## config.mk

```make
export PLATFORM = sky130hd
export DESIGN_NAME = wptr_full_ctrl
export DESIGN_NICKNAME = d
export VERILOG_FILES = /design/src/rtl/fifo_pkg.sv /design/src/rtl/gray2bin.sv /design/src/rtl/wptr_full_ctrl.sv
export SDC_FILE = /design/constraint.sdc
export NUM_CORES = 1
export LEC_CHECK = 0
export ABC_AREA = 1
export CAP_MARGIN = 20
export CELL_PAD_IN_SITES_DETAIL_PLACEMENT = 0
export CELL_PAD_IN_SITES_GLOBAL_PLACEMENT = 1
export CORE_MARGIN = 1
export CORE_UTILIZATION = 50
export CTS_CLUSTER_SIZE = 16
export DETAILED_ROUTE_END_ITERATION = 16
export DONT_BUFFER_PORTS = 1
export MAX_ROUTING_LAYER = met4
export PLACE_DENSITY = 0.84
export SLEW_MARGIN = 20
export SYNTH_ARGS = -nofsm -noshare
export SYNTH_HDL_FRONTEND = slang
export SYNTH_SLANG_ARGS = --single-unit
```

## constraint.sdc

```tcl
create_clock -name CLK -period 6.4 [get_ports CLK]
set_input_delay 1.92 -clock CLK [delete_from_list [all_inputs] [get_ports CLK]]
set_output_delay 1.92 -clock CLK [all_outputs]
set_load 0.02 [all_outputs]
```

## src/rtl/fifo_pkg.sv

```systemverilog
// Shared async-FIFO definitions: default geometry, pointer type and Gray encoding helper.
package fifo_pkg;

  localparam int unsigned FIFO_ADDR_SIZE = 6;

  typedef logic [FIFO_ADDR_SIZE:0] ptr_t;

  // Operates on a wide vector so any pointer width can use it through a size cast.
  function automatic logic [31:0] bin2gray(input logic [31:0] b);
    return b ^ (b >> 1);
  endfunction

endpackage

```

## src/rtl/gray2bin.sv

```systemverilog
// Combinational Gray-to-binary converter (XOR prefix from the MSB down); shared by both pointer domains.
module gray2bin #(
  parameter int unsigned WIDTH = 7
) (
  input  logic [WIDTH-1:0] gray_i,
  output logic [WIDTH-1:0] bin_o
);

  always_comb begin
    bin_o = '0;
    for (int unsigned i = 0; i < WIDTH; i++) begin
      bin_o[i] = ^(gray_i >> i);
    end
  end

endmodule

```

## src/rtl/wptr_full_ctrl.sv

```systemverilog
// Write-domain pointer / FULL / ALMOST_FULL / fill-level controller for the async FIFO.
// Optional sticky overflow output W_OVF when WPTR_OVERFLOW_FLAG_EN is defined.
module wptr_full_ctrl
  import fifo_pkg::*;
#(
  parameter int unsigned ADDR_SIZE    = FIFO_ADDR_SIZE,
  parameter int unsigned AFULL_THRESH = 56
) (
  input  logic                 CLK,
  input  logic                 RST_n,
  input  logic                 W_INC,
  input  logic [ADDR_SIZE:0]   R_Ptr_Sync,
  output logic                 W_EN,
  output logic [ADDR_SIZE-1:0] W_Address,
  output logic [ADDR_SIZE:0]   W_Ptr_Gray,
  output logic                 FULL,
  output logic                 ALMOST_FULL,
`ifdef WPTR_OVERFLOW_FLAG_EN
  output logic                 W_OVF,
`endif
  output logic [ADDR_SIZE:0]   W_Level
);

  localparam int unsigned PTR_W = ADDR_SIZE + 1;
  localparam logic [ADDR_SIZE:0] AFULL_LVL = PTR_W'(AFULL_THRESH);

  logic [ADDR_SIZE:0] wbin_q, wbin_d;
  logic [ADDR_SIZE:0] wgray_q, wgray_d;
  logic [ADDR_SIZE:0] level_q, level_d;
  logic [ADDR_SIZE:0] rbin;
  logic [ADDR_SIZE:0] full_cmp;
  logic               full_q, full_d;
  logic               afull_q, afull_d;
  logic               w_en;

  gray2bin #(.WIDTH(PTR_W)) u_rptr_g2b (
    .gray_i (R_Ptr_Sync),
    .bin_o  (rbin)
  );

  // Full when the next write pointer has lapped the read pointer: top two Gray bits inverted.
  always_comb begin
    w_en     = W_INC & ~full_q;
    wbin_d   = wbin_q + PTR_W'(w_en);
    wgray_d  = PTR_W'(bin2gray(32'(wbin_d)));
    full_cmp = {~R_Ptr_Sync[ADDR_SIZE:ADDR_SIZE-1], R_Ptr_Sync[ADDR_SIZE-2:0]};
    full_d   = (wgray_d == full_cmp);
    level_d  = wbin_d - rbin;
    afull_d  = (level_d >= AFULL_LVL);
  end

  always_ff @(posedge CLK or negedge RST_n) begin
    if (!RST_n) begin
      wbin_q  <= '0;
      wgray_q <= '0;
      level_q <= '0;
      full_q  <= 1'b0;
      afull_q <= 1'b0;
    end else begin
      wbin_q  <= wbin_d;
      wgray_q <= wgray_d;
      level_q <= level_d;
      full_q  <= full_d;
      afull_q <= afull_d;
    end
  end

`ifdef WPTR_OVERFLOW_FLAG_EN
  logic ovf_q;

  always_ff @(posedge CLK or negedge RST_n) begin
    if (!RST_n) begin
      ovf_q <= 1'b0;
    end else begin
      ovf_q <= ovf_q | (W_INC & full_q);
    end
  end

  assign W_OVF = ovf_q;
`endif

  assign W_EN        = w_en;
  assign W_Address   = wbin_q[ADDR_SIZE-1:0];
  assign W_Ptr_Gray  = wgray_q;
  assign FULL        = full_q;
  assign ALMOST_FULL = afull_q;
  assign W_Level     = level_q;

endmodule

```

Yosys cells after proc, flatten, opt, wreduce, memory -nomap -nowiden --
Index checks and enable logic that the tools add are counted.
Cells by class: add/subtract/negate cells 2, $mul 0, divide/modulo/power cells 0, order comparisons 1, eq/ne operators 1, shifts and indexed selects 0, muxes and demuxes 0, bitwise gates (word level) 4, reductions and logical operators 7
Operator list (count):
- $reduce_xor 7->1 | 7
- $add 7x1->7 | 1
- $eq 7x7->1 | 1
- $ge 7x6->1 const B | 1
- $sub 7x7->7 | 1
- $xor 7x6->7 | 1
- $not 2->2 | 1
- $and 1x1->1 | 1
- $not 1->1 | 1
Storage, ports and cells: register bits after elaboration 23, bits in latches 0, RAM bits 0, memory bits (read-only) 0, bits of input ports 10, output and inout port bits 23, word-level logic and storage cells 20, memories 0

Longest topological paths before layout --
depth in word-level cells 5, mapped depth 20

Modules after synthesis --
Synthesis repeated with hierarchy kept, for this count alone.
Unflattened totals: cells, all modules 228, area total of the unflattened synthesis 1616.6 um^2
By module, submodules not included:
- wptr_full_ctrl | instances 1, cells an instance 167, area each 1360.1 um^2, sequential area each 550.5 um^2
- gray2bin | instances 1, cells an instance 61, area each 256.5 um^2, sequential area each 0.0 um^2

Worst setup path before layout --
No wires, ideal clock.
kind input-to-output, start input W_INC, end output W_EN, arrival 2289 ps, data required time 4480 ps, path slack 2191 ps, stages on the path 2, cells stage by stage inv_1 -> nor2_1
On the way: cells in the longest elaborated chain, start to end 1
Ends and longest elaborated chain:
- start, declared | line wptr_full_ctrl.sv:11 | input logic W_INC,
- $and 1x1->1 | line wptr_full_ctrl.sv:43 | w_en = W_INC & ~full_q;
- end, declared | line wptr_full_ctrl.sv:13 | output logic W_EN,
No other way between the ends.

Worst setup path after layout --
Ends and elaborated chain as after synthesis.

==> results.ini <==
[floorplanning]
num_io_pins=33
initial_utilization_pct=53.4
floorplan.core_area_mm2=0.00278
die-height_um=56.5
floorplan.die.width_um=56.5
std_cell_rows=19
dieArea_mm2=0.00319

[hold_path]
min-delay-path-class=reg -> reg
hold-path-endpoint=wbin_q[0]
hold_path_startpoint=wbin_q[0]
worst_hold_path.num_cells=1

[power]
power.sequential.fraction_pct=39.1
power.ir.vdd_worst_v=0.000358
switching_share_pct=49.5
power_density_mw_per_mm2=554
share_comb_of_total_power_pct=49.0
clkPwrFrac_pct=11.9
power_report.internal_total_w=0.000439
power.leakage_nw=0.862
net_switching_component_of_the_power_w=0.000431

[clock_tree]
clockBufferDepth=2
path_clk_slew_ns=0.12
ctsRootBufferMaster=sky130_fd_sc_hd__clkbuf_4
clk-insertion-delay-late_ns=0.31
cts_resized=0
holdBufCountCts=0
cts_buffers=3
number_of_clock_sinks=22
clock_tree_from_tritoncts=done
cts.htree.levels=1
postCtsSetupRepairBufs=0

[sta]
final-max-slew-violation-count=0
timing.final.setup_violations=0
setup_tns_ns=0
final_hold_viol_count=0
clock.fmax_ghz=0.236
final.setup_skew_ns=0.0105
final.period_utilization_pct=66.2
max-slew-margin-rel_pct=67.2
period_minus_slack_ns=4.24
max_slew.worst_pin.slew_ns=0.490
grt_setup_unrepaired=no

[worst_setup_path]
crit_slowest_cell=sky130_fd_sc_hd__nor2_1
critical-path-top-delay-family=simple AND/OR/NAND/NOR gates
critPathMaxFanout=3
regToRegStartpoint=FULL
cp_slowest_stage_delay_ns=0.38
data_arrival_time_at_the_worst_slack_endpoint_ns=2.32
register_to_register_path_setup_slack_ns=3.47
startpoint_type=input pin
cp_num_buf_inv=1
timing.reg2reg.worst_path_depth=14
required_ns=4.48
crit_chain=inv_1 -> nor2_1
r2r-end=ALMOST_FULL
cp-end-kind=output port
worstSetupPathType=in -> out

[synthesis]
syn_avg_cell_area_um2=8.53
synth_area_leaders=sky130_fd_sc_hd__dfrtp_1 37%, sky130_fd_sc_hd__nand2_1 11%, sky130_fd_sc_hd__xor2_1 8.3%
ys_warn_count=0
yosysTopAreaCell=sky130_fd_sc_hd__dfrtp_1
synth.cell_area_mm2=0.00148
synth.lib_cells_used.distinct=26
netlist.area_leader.share_pct=37.1
postSynthNetCount=192
synth-seq-cells=22
postSynthCellCount=174
synth_seq_area_share_pct=37.1

[layout]
num_antenna_cells=0
commonest_cells_after_routing_fill_and_taps_aside=44 x sky130_fd_sc_hd__nand2_1, 27 x sky130_fd_sc_hd__inv_1, 22 x sky130_fd_sc_hd__dfrtp_1, 17 x sky130_fd_sc_hd__nand3_1, 14 x sky130_fd_sc_hd__xor2_1
final.fill_count=258
design_area_mm2=0.00157
layout.cells.most_common=sky130_fd_sc_hd__nand2_1
flow.area_growth_from_synthesis_pct=5.82
share_of_layout_cells_above_drive_strength_1_pct=12.4
nets=196

[placement]
io_buffers=0
rd_place_congestion=0.859
dp.final_hpwl_um=2220
post_dp_cell_area_mm2=0.00152

[drt]
drc=0
drt_pass1_iterations=4
route.antenna.remaining_nets=0
route.detailed.wl_per_inst_um=12.8
vias=1072
dr.first_iter.drc_count=34
drt-vias-per-instance=5.15
detailed_route_wl_um=2650

[global_route]
grt_max_degree=23
antenna_found_initial=0
grt_first_pass_wirelength_um=4770
overall_global_routing_usage_pct=19.9
grt_remaining_overflow=0
via_count_of_the_first_global_routing_pass=1088

[flow_run]
reported_max_cap_violation_count=0

[run_status]
outcome=finished, final reports clean

-- registers in the layout (all words and copies together) (netlist names) --
register,flops
W_Level,7
wbin_q,7
W_Ptr_Gray,6
ALMOST_FULL,1
FULL,1
-- power groups by stage --
stage	clock network, W	logic, W	registers, W
after floorplan	0	0.000355	0.000334
after global placement	0	0.000416	0.000344
after detailed placement	0	0.000425	0.000346
after CTS	0.000105	0.000428	0.000343
after global routing	0.000114	0.000486	0.000348
final	0.000104	0.000426	0.000340
-- synth_stat cells --
cell and number:
sky130_fd_sc_hd__nand2_1 44, sky130_fd_sc_hd__inv_1 27, sky130_fd_sc_hd__dfrtp_1 22, sky130_fd_sc_hd__nand3_1 17, sky130_fd_sc_hd__xor2_1 14, sky130_fd_sc_hd__nor2_1 9, sky130_fd_sc_hd__ha_1 8, sky130_fd_sc_hd__xnor2_1 6
sky130_fd_sc_hd__nand2_2 5, sky130_fd_sc_hd__a21oi_1 3, sky130_fd_sc_hd__inv_2 2, sky130_fd_sc_hd__nand4_1 2, sky130_fd_sc_hd__xnor2_2 2, sky130_fd_sc_hd__a31o_1 1, sky130_fd_sc_hd__buf_2 1, sky130_fd_sc_hd__nand2_4 1
sky130_fd_sc_hd__nand3_4 1, sky130_fd_sc_hd__nand3b_1 1, sky130_fd_sc_hd__nor2_2 1, sky130_fd_sc_hd__nor2_4 1, sky130_fd_sc_hd__nor2_8 1, sky130_fd_sc_hd__o21ai_2 1, sky130_fd_sc_hd__or2_1 1, sky130_fd_sc_hd__xnor2_4 1
sky130_fd_sc_hd__xor2_2 1, sky130_fd_sc_hd__xor2_4 1
-- kinds of logic after synthesis --
| group | after synthesis | share of synthesized area, % |
|---|---|---|
| xor gates and xnor gates | 25 | 18.8 |
| AOI/OAI and AO/OA | 5 | 2.19 |
| adders and majority gates | 8 | 6.75 |
| buffers and inverters | 30 | 7.67 |
| and+or+nand+nor | 84 | 27.5 |
| DFF | 22 | 37.1 |
-- routing by layer --
layer | track usage [%] | vias to the layer above | part of all wire (%)
met3 | 5.07 | 4 | 5.4
li1 | - | 538 | -
met1 | 24.3 | 499 | 45
met2 | 32.3 | 31 | 48
met5 | - | - | 0
met4 | 6.27 | 0 | 1.3
-- cell type report --
cell class                 instances  area, µm²  area share (%)
inverter                          29        109            6.93
sequential                        22        551            35.1
clock inverter                     1       30.0            1.91
clock buffer                       3       22.5            1.43
tap                               31       38.8            2.47
multi-input combinational        122        820            52.2
-- metrics by stage --
stage / instances / total power [W] / worst slack (ns) / utilization, % / hold WS, ns
2_1_floorplan: 174 / 0.000689 / 2.19 / - / 0.709
3_3_place_gp: 204 / 0.000760 / 2.08 / 54.6 / 0.741
3_5_place_dp: 204 / 0.000771 / 2.03 / 54.6 / 0.752
4_1_cts: 208 / 0.000876 / 2.16 / 56.5 / 0.778
5_1_grt: 208 / 0.000948 / 2.14 / 56.5 / 0.795
6_report: 208 / 0.000870 / 2.16 / 56.5 / 0.777
-- worst max path at each step --
| stage | startpoint | slack (ns) | to | depth (start not counted) |
|---|---|---|---|---|
| floorplan | W_INC | 2.19 | W_EN | 2 |
| global placement | W_INC | 2.08 | ALMOST_FULL | 15 |
| detailed placement | W_INC | 2.03 | ALMOST_FULL | 15 |
| CTS | W_INC | 2.16 | W_EN | 2 |
| global route | W_INC | 2.14 | W_EN | 2 |
| finish | W_INC | 2.16 | W_EN | 2 |
No activity file was read; power rests on OpenSTA's default activity.
